--- src/rtl/uart_pkg.sv ---
`default_nettype none
// ============================================================================
// uart_pkg : shared types and helpers for the UART transmit/receive path
// Revision : 1.0
// ============================================================================
package uart_pkg;

    typedef enum logic [1:0] {
        PAR_NONE,
        PAR_EVEN,
        PAR_ODD
    } parity_t;

    typedef enum logic [2:0] {
        IDLE,
        START,
        DATA,
        PARITY,
        STOP
    } tx_state_t;

    // Turns the XOR-reduction of a word into the parity bit for the given mode.
    function automatic logic parity_bit(input parity_t mode, input logic xor_red);
        return (mode == PAR_ODD) ? ~xor_red : xor_red;
    endfunction

endpackage
`default_nettype wire

--- src/rtl/uart_fifo.sv ---
`default_nettype none
// ============================================================================
// uart_fifo : show-ahead synchronous FIFO with occupancy, shared by TX and RX
// Revision  : 1.0
// ============================================================================
module uart_fifo #(
    parameter int WIDTH = 8,
    parameter int DEPTH = 4
) (
    input  logic                     clk,
    input  logic                     rst_n,
    input  logic                     i_wr,
    input  logic [WIDTH-1:0]         i_wdata,
    input  logic                     i_rd,
    output logic [WIDTH-1:0]         o_rdata,
    output logic                     o_full,
    output logic                     o_empty,
    output logic [$clog2(DEPTH):0]   o_level
);
    localparam int                 c_PTR_W = $clog2(DEPTH);
    localparam logic [c_PTR_W:0]   c_FULL  = (c_PTR_W + 1)'(DEPTH);
    localparam logic [c_PTR_W:0]   c_ONE   = (c_PTR_W + 1)'(1);

    logic [WIDTH-1:0]   r_mem [DEPTH];
    logic [c_PTR_W-1:0] r_wr_ptr;
    logic [c_PTR_W-1:0] r_rd_ptr;
    logic [c_PTR_W:0]   r_count;
    logic               w_rd_ok;
    logic               w_wr_ok;

    // A write into a full FIFO is accepted only when a pop frees a slot in the same cycle.
    assign w_rd_ok = i_rd && !o_empty;
    assign w_wr_ok = i_wr && (!o_full || w_rd_ok);

    always_ff @(posedge clk) begin
        if (w_wr_ok) begin
            r_mem[r_wr_ptr] <= i_wdata;
        end
    end

    always_ff @(posedge clk or negedge rst_n) begin
        if (!rst_n) begin
            r_wr_ptr <= '0;
            r_rd_ptr <= '0;
            r_count  <= '0;
        end else begin
            if (w_wr_ok) begin
                r_wr_ptr <= r_wr_ptr + c_PTR_W'(1);
            end
            if (w_rd_ok) begin
                r_rd_ptr <= r_rd_ptr + c_PTR_W'(1);
            end
            case ({w_wr_ok, w_rd_ok})
                2'b10:   r_count <= r_count + c_ONE;
                2'b01:   r_count <= r_count - c_ONE;
                default: r_count <= r_count;
            endcase
        end
    end

    assign o_rdata = r_mem[r_rd_ptr];
    assign o_full  = (r_count == c_FULL);
    assign o_empty = (r_count == '0);
    assign o_level = r_count;

endmodule
`default_nettype wire

--- src/rtl/uart_tx_frame.sv ---
`default_nettype none
// ============================================================================
// uart_tx_frame : FIFO-buffered UART transmitter, configurable frame format
// Revision      : 1.0
// ============================================================================
module uart_tx_frame
    import uart_pkg::*;
#(
    parameter int      DATA_BITS  = 8,
    parameter parity_t PARITY     = PAR_NONE,
    parameter int      STOP_BITS  = 1,
    parameter int      OVERSAMPLE = 16,
    parameter int      FIFO_DEPTH = 4
) (
    input  logic                          mclkx16,
    input  logic                          reset,
    input  logic                          write,
    input  logic [DATA_BITS-1:0]          data,
    input  logic                          ovf_clr,
    output logic                          tx,
    output logic                          txrdy,
    output logic                          busy,
    output logic [$clog2(FIFO_DEPTH):0]   level,
    output logic                          overflow
);
    localparam int                 c_CNT_W     = $clog2(OVERSAMPLE);
    localparam int                 c_BIT_W     = $clog2(DATA_BITS);
    localparam logic [c_CNT_W-1:0] c_CNT_LAST  = c_CNT_W'(OVERSAMPLE - 1);
    localparam logic [c_BIT_W-1:0] c_BIT_LAST  = c_BIT_W'(DATA_BITS - 1);
    localparam logic               c_STOP_LAST = (STOP_BITS == 2);
    localparam logic               c_PAR_EN    = (PARITY != PAR_NONE);

    tx_state_t              r_state;
    logic [c_CNT_W-1:0]     r_cnt;
    logic [c_BIT_W-1:0]     r_bitn;
    logic                   r_stopn;
    logic [DATA_BITS-1:0]   r_tsr;
    logic                   r_par;
    logic                   r_tx;
    logic                   r_ovf;

    logic                   w_full;
    logic                   w_empty;
    logic [DATA_BITS-1:0]   w_head;
    logic                   w_bit_end;
    logic                   w_frame_end;
    logic                   w_pop;
    logic                   w_head_par;

    uart_fifo #(
        .WIDTH (DATA_BITS),
        .DEPTH (FIFO_DEPTH)
    ) u_fifo (
        .clk     (mclkx16),
        .rst_n   (reset),
        .i_wr    (write),
        .i_wdata (data),
        .i_rd    (w_pop),
        .o_rdata (w_head),
        .o_full  (w_full),
        .o_empty (w_empty),
        .o_level (level)
    );

    assign w_bit_end   = (r_cnt == c_CNT_LAST);
    assign w_frame_end = (r_state == STOP) && w_bit_end && (r_stopn == c_STOP_LAST);
    // Popping at the end of the last stop bit chains frames with no idle gap.
    assign w_pop       = !w_empty && ((r_state == IDLE) || w_frame_end);
    assign w_head_par  = parity_bit(PARITY, ^w_head);

    always_ff @(posedge mclkx16 or negedge reset) begin
        if (!reset) begin
            r_ovf <= 1'b0;
        end else if (write && w_full && !w_pop) begin
            r_ovf <= 1'b1;
        end else if (ovf_clr) begin
            r_ovf <= 1'b0;
        end
    end

    always_ff @(posedge mclkx16 or negedge reset) begin
        if (!reset) begin
            r_state <= IDLE;
            r_cnt   <= '0;
            r_bitn  <= '0;
            r_stopn <= 1'b0;
            r_tsr   <= '0;
            r_par   <= 1'b0;
            r_tx    <= 1'b1;
        end else begin
            r_cnt <= w_bit_end ? '0 : r_cnt + c_CNT_W'(1);
            if (w_pop) begin
                r_tsr   <= w_head;
                r_par   <= w_head_par;
                r_state <= START;
                r_tx    <= 1'b0;
                r_cnt   <= '0;
            end else begin
                case (r_state)
                    IDLE: begin
                        r_tx  <= 1'b1;
                        r_cnt <= '0;
                    end
                    START: begin
                        if (w_bit_end) begin
                            r_state <= DATA;
                            r_tx    <= r_tsr[0];
                            r_bitn  <= '0;
                        end
                    end
                    DATA: begin
                        if (w_bit_end) begin
                            r_tsr <= r_tsr >> 1;
                            if (r_bitn == c_BIT_LAST) begin
                                if (c_PAR_EN) begin
                                    r_state <= uart_pkg::PARITY;
                                    r_tx    <= r_par;
                                end else begin
                                    r_state <= STOP;
                                    r_tx    <= 1'b1;
                                    r_stopn <= 1'b0;
                                end
                            end else begin
                                r_bitn <= r_bitn + c_BIT_W'(1);
                                r_tx   <= r_tsr[1];
                            end
                        end
                    end
                    uart_pkg::PARITY: begin
                        if (w_bit_end) begin
                            r_state <= STOP;
                            r_tx    <= 1'b1;
                            r_stopn <= 1'b0;
                        end
                    end
                    STOP: begin
                        if (w_bit_end) begin
                            if (r_stopn == c_STOP_LAST) begin
                                r_state <= IDLE;
                                r_tx    <= 1'b1;
                            end else begin
                                r_stopn <= 1'b1;
                            end
                        end
                    end
                    default: begin
                        r_state <= IDLE;
                        r_tx    <= 1'b1;
                    end
                endcase
            end
        end
    end

    assign tx       = r_tx;
    assign txrdy    = !w_full;
    assign busy     = (r_state != IDLE) || !w_empty;
    assign overflow = r_ovf;

endmodule
`default_nettype wire

--- config.mk ---
export PLATFORM = sky130hd
export DESIGN_NAME = uart_tx_frame
export DESIGN_NICKNAME = d
export VERILOG_FILES = /design/src/rtl/uart_pkg.sv /design/src/rtl/uart_fifo.sv /design/src/rtl/uart_tx_frame.sv
export SDC_FILE = /design/constraint.sdc
export NUM_CORES = 1
export LEC_CHECK = 0
export BUFFER_PORTS_ARGS = -buffer_cell sky130_fd_sc_hd__buf_2
export CORE_MARGIN = 5
export CORE_UTILIZATION = 30
export DETAILED_ROUTE_END_ITERATION = 10
export GPL_ROUTABILITY_DRIVEN = 0
export SLEW_MARGIN = 20
export SYNTH_ARGS = -nofsm -noshare
export SYNTH_HDL_FRONTEND = slang
export SYNTH_HIERARCHICAL = 1
export SYNTH_SLANG_ARGS = --single-unit
--- constraint.sdc ---
create_clock -name mclkx16 -period 3.1 [get_ports mclkx16]
set_clock_uncertainty 0.1 [all_clocks]
set_input_delay 0 -clock mclkx16 [delete_from_list [all_inputs] [get_ports mclkx16]]
set_output_delay 0 -clock mclkx16 [all_outputs]
set_load 0.005 [all_outputs]
==> qor.yml <==
logic_synthesis:
  synth_area_leaders: "edfxtp_1 (35%), dfrtp_1 (24%), mux4_2 (6.5%)"
  synth_edf_count: 32
  ys_types: 54
  synth.avg_cell_area_um2: 13.9
  synth-main-ff-cell: "edfxtp_1"
  netlist.area_leader.share_pct: 34.9
  synthCells: 198
  synthArstFlopShare_pct: 45.8
  synth-seq-cells: 59
  seq_area_frac_synth_pct: 59.5
  ys_warn_count: 6
  syn-cell-area_mm2: 0.00275
  yosysTopAreaCell: "edfxtp_1"
  syn_nets: 218
clock_tree:
  cts-root-buf: "clkbuf_8"
  clk_latency_ps: 340
  htree_levels: 3
  clockBufferDepth: 2
  cts_resized: 0
  cts_tree: "done"
  cts_inserted_buffers: 9
  cts.reportedPaths.clkPinSlew_ps: 70
  clock-sinks: 59
sta:
  rsz0062_at_grt: "no"
  maxSlewHeadroom_pct: 53.4
  max_freq_mhz: 384
  final-setup-viol-count: 0
  final_max_slew_viol_count: 0
  tns_ps: 0
  fin_hold_ws_ps: 111
  fin_crit_ps: 2600
  worst_slew_pin_slew_ps: 696
  hold_viol_final: 0
  period_share_pct: 84.0
finish:
  drive_above_1_share_pct: 25.8
  nNetsFinal: 251
  antenna_cells: 0
  num-fill-cells: 883
  syn2layout_area_growth_pct: 17.8
  instances_no_fill: 347
run:
  cap_violations: 0
die:
  core_area_mm2: 0.00911
  io_pins: 19
  dieHeight_um: 106
  rows: 35
  die_w_um: 106
  start_util_pct: 30.2
  die-area_mm2: 0.0112
drt:
  dr.pass1.iters: 4
  vias: 1616
  drc: 0
  drt_wl_total_um: 4720
  drt-wirelength-per-cell_um: 13.6
  antenna_left: 0
  drt_iter0_drc: 56
  vias_per_cell: 4.66
setup_path:
  start_kind: "flop"
  crit_fanout: 7
  crit_path_end_kind: "flop"
  crit_required_ps: 3250
  crit_type: "flop to flop"
  critPathArrivalTime_ps: 2750
  r2r_cells: 9
  r2r_slack_ps: 500
pwr:
  ir_worst_vdd_uv: 279
  p_leak_nw: 1.27
  p_per_area_mw_per_mm2: 651
placed_design:
  port_buffers: 18
  hpwl_um: 3080
  place_inst: 319
global_routing:
  grtUsageTotal_pct: 9.32
  grt_pass1_vias: 1596
  antenna_found_initial: 0
  grt_max_degree: 28
  grt_pass1_wl_um: 7980
  grt_overflow: 0
run_status:
  outcome: "finished clean"
min_path:
  hp-class: "primary input to async pin"
[kinds of logic (layout without fill, tap and decap cells)]
family,Yosys count,in the layout,synth area share (%)
xor gates and xnor gates,6,6,1.91
and+or+nand+nor,47,47,10.0
muxes,16,16,9.68
AOI/OAI and AO/OA,40,40,10.6
adders and majority gates,8,8,3.91
buffers and inverters,22,60,4.32
DFF,59,59,59.5
[synthesized netlist by cell type (2+ instances only)]
| cell | number |
|---|---|
| o211ai_1 | 2 |
| nand3_1 | 3 |
| clkbuf_1 | 2 |
| mux4_2 | 8 |
| and3_1 | 2 |
| o21ai_1 | 7 |
| nand2b_1 | 2 |
| a21oi_1 | 5 |
| edfxtp_1 | 32 |
| and2_2 | 4 |
| a22o_1 | 5 |
| o21ai_0 | 7 |
| dfrtp_1 | 26 |
| nor2b_1 | 3 |
| ha_1 | 7 |
| mux2i_1 | 6 |
| nand2_1 | 11 |
| xor2_1 | 2 |
| nor3_1 | 2 |
| buf_2 | 2 |
| buf_6 | 4 |
| xnor2_1 | 4 |
| nor2_1 | 10 |
| inv_1 | 12 |
[per-layer routing]
metal	GRT usage [%]	part of all wire (%)
met5	0	0
met4	3.33	1.5
met3	4.10	4.3
met2	14.7	48
met1	11.3	46
[layout make-up]
cell class	count	area (um2)	area share, %
timing repair buffer	32	225	6.95
tap	111	139	4.28
clock buffer	9	124	3.82
clock inverter	7	75.1	2.32
inverter	12	45.0	1.39
multi-input combinational	117	996	30.7
sequential	59	1640	50.5
[metrics by stage]
step           power [mW]  setup WS, ps  area, um2  utilization, %
2_1_floorplan        1.29           435       2750               -
3_3_place_gp         1.41           587       2920            32.1
3_5_place_dp         1.42           501       2920            32.1
4_1_cts              2.15           487       3240            35.6
5_1_grt              2.24           385       3240            35.6
6_report             2.11           496       3240            35.6
[power by group]
| part | total (mW) | switching [mW] | leakage (nW) | internal, mW |
|---|---|---|---|---|
| sequential | 1.02 | 0.0587 | 0.627 | 0.956 |
| combinational | 0.395 | 0.206 | 0.544 | 0.190 |
| clock | 0.698 | 0.322 | 0.104 | 0.376 |
| total | 2.11 | 0.587 | 1.27 | 1.52 |
[critical path, cell delays in order, from the launching register on]
cell and delay (ps):
dfrtp_1 430, or3_2 540, inv_1 190, a211oi_4 50, nor2b_1 180, nand2_1 90
fa_1 420, o21ba_2 240, o211ai_1 70, a22oi_1 190
[sequential cells by signal, indices dropped and copies added (netlist names)]
name	cells
u_fifo/r_mem	32
r_tsr	8
r_cnt	4
r_bitn	3
r_state	3
u_fifo/o_level	3
u_fifo/r_rd_ptr	2
u_fifo/r_wr_ptr	2
overflow	1
tx	1
[cell usage in the layout (no fill, tap or decap), types with 3 or more instances in the layout]
cell type / Yosys / routed
ha_1: 7 / 7
xnor2_1: 4 / 4
mux4_2: 8 / 8
o21ai_0: 7 / 7
clkbuf_8: 0 / 9
dlygate4sd3_1: 0 / 12
nand3_1: 3 / 3
o21ai_1: 7 / 7
edfxtp_1: 32 / 32
a22o_1: 5 / 5
nor2_1: 10 / 10
dfrtp_1: 26 / 26
buf_2: 2 / 18
nor2b_1: 3 / 3
nand2_1: 11 / 11
inv_1: 12 / 12
a21oi_1: 5 / 5
and2_2: 4 / 4
mux2i_1: 6 / 6
[final timing paths]
kind,start,end
min in group mclkx16,data[5],u_fifo/r_mem[2][5]$_DFFE_PP_
min,reset,r_cnt[2]$_DFF_PN0_
max in group asynchronous,reset,r_tsr[1]$_DFFE_PN0P_
max reg2reg,u_fifo/o_level[0]$_DFFE_PN0P_,u_fifo/o_level[1]$_DFFE_PN0P_
max,u_fifo/o_level[0]$_DFFE_PN0P_,u_fifo/o_level[1]$_DFFE_PN0P_
min reg2reg,r_cnt[0]$_DFF_PN0_,r_cnt[0]$_DFF_PN0_
[repair_timing]
| item | CTS | global route |
|---|---|---|
| hold buffers | 12 | 0 |
| setup buffers | 0 | 0 |
| setup endpoints to repair | 0 | 0 |
| endpoints found under the hold margin | 61 | 0 |
No activity file was read; power rests on OpenSTA's default activity.
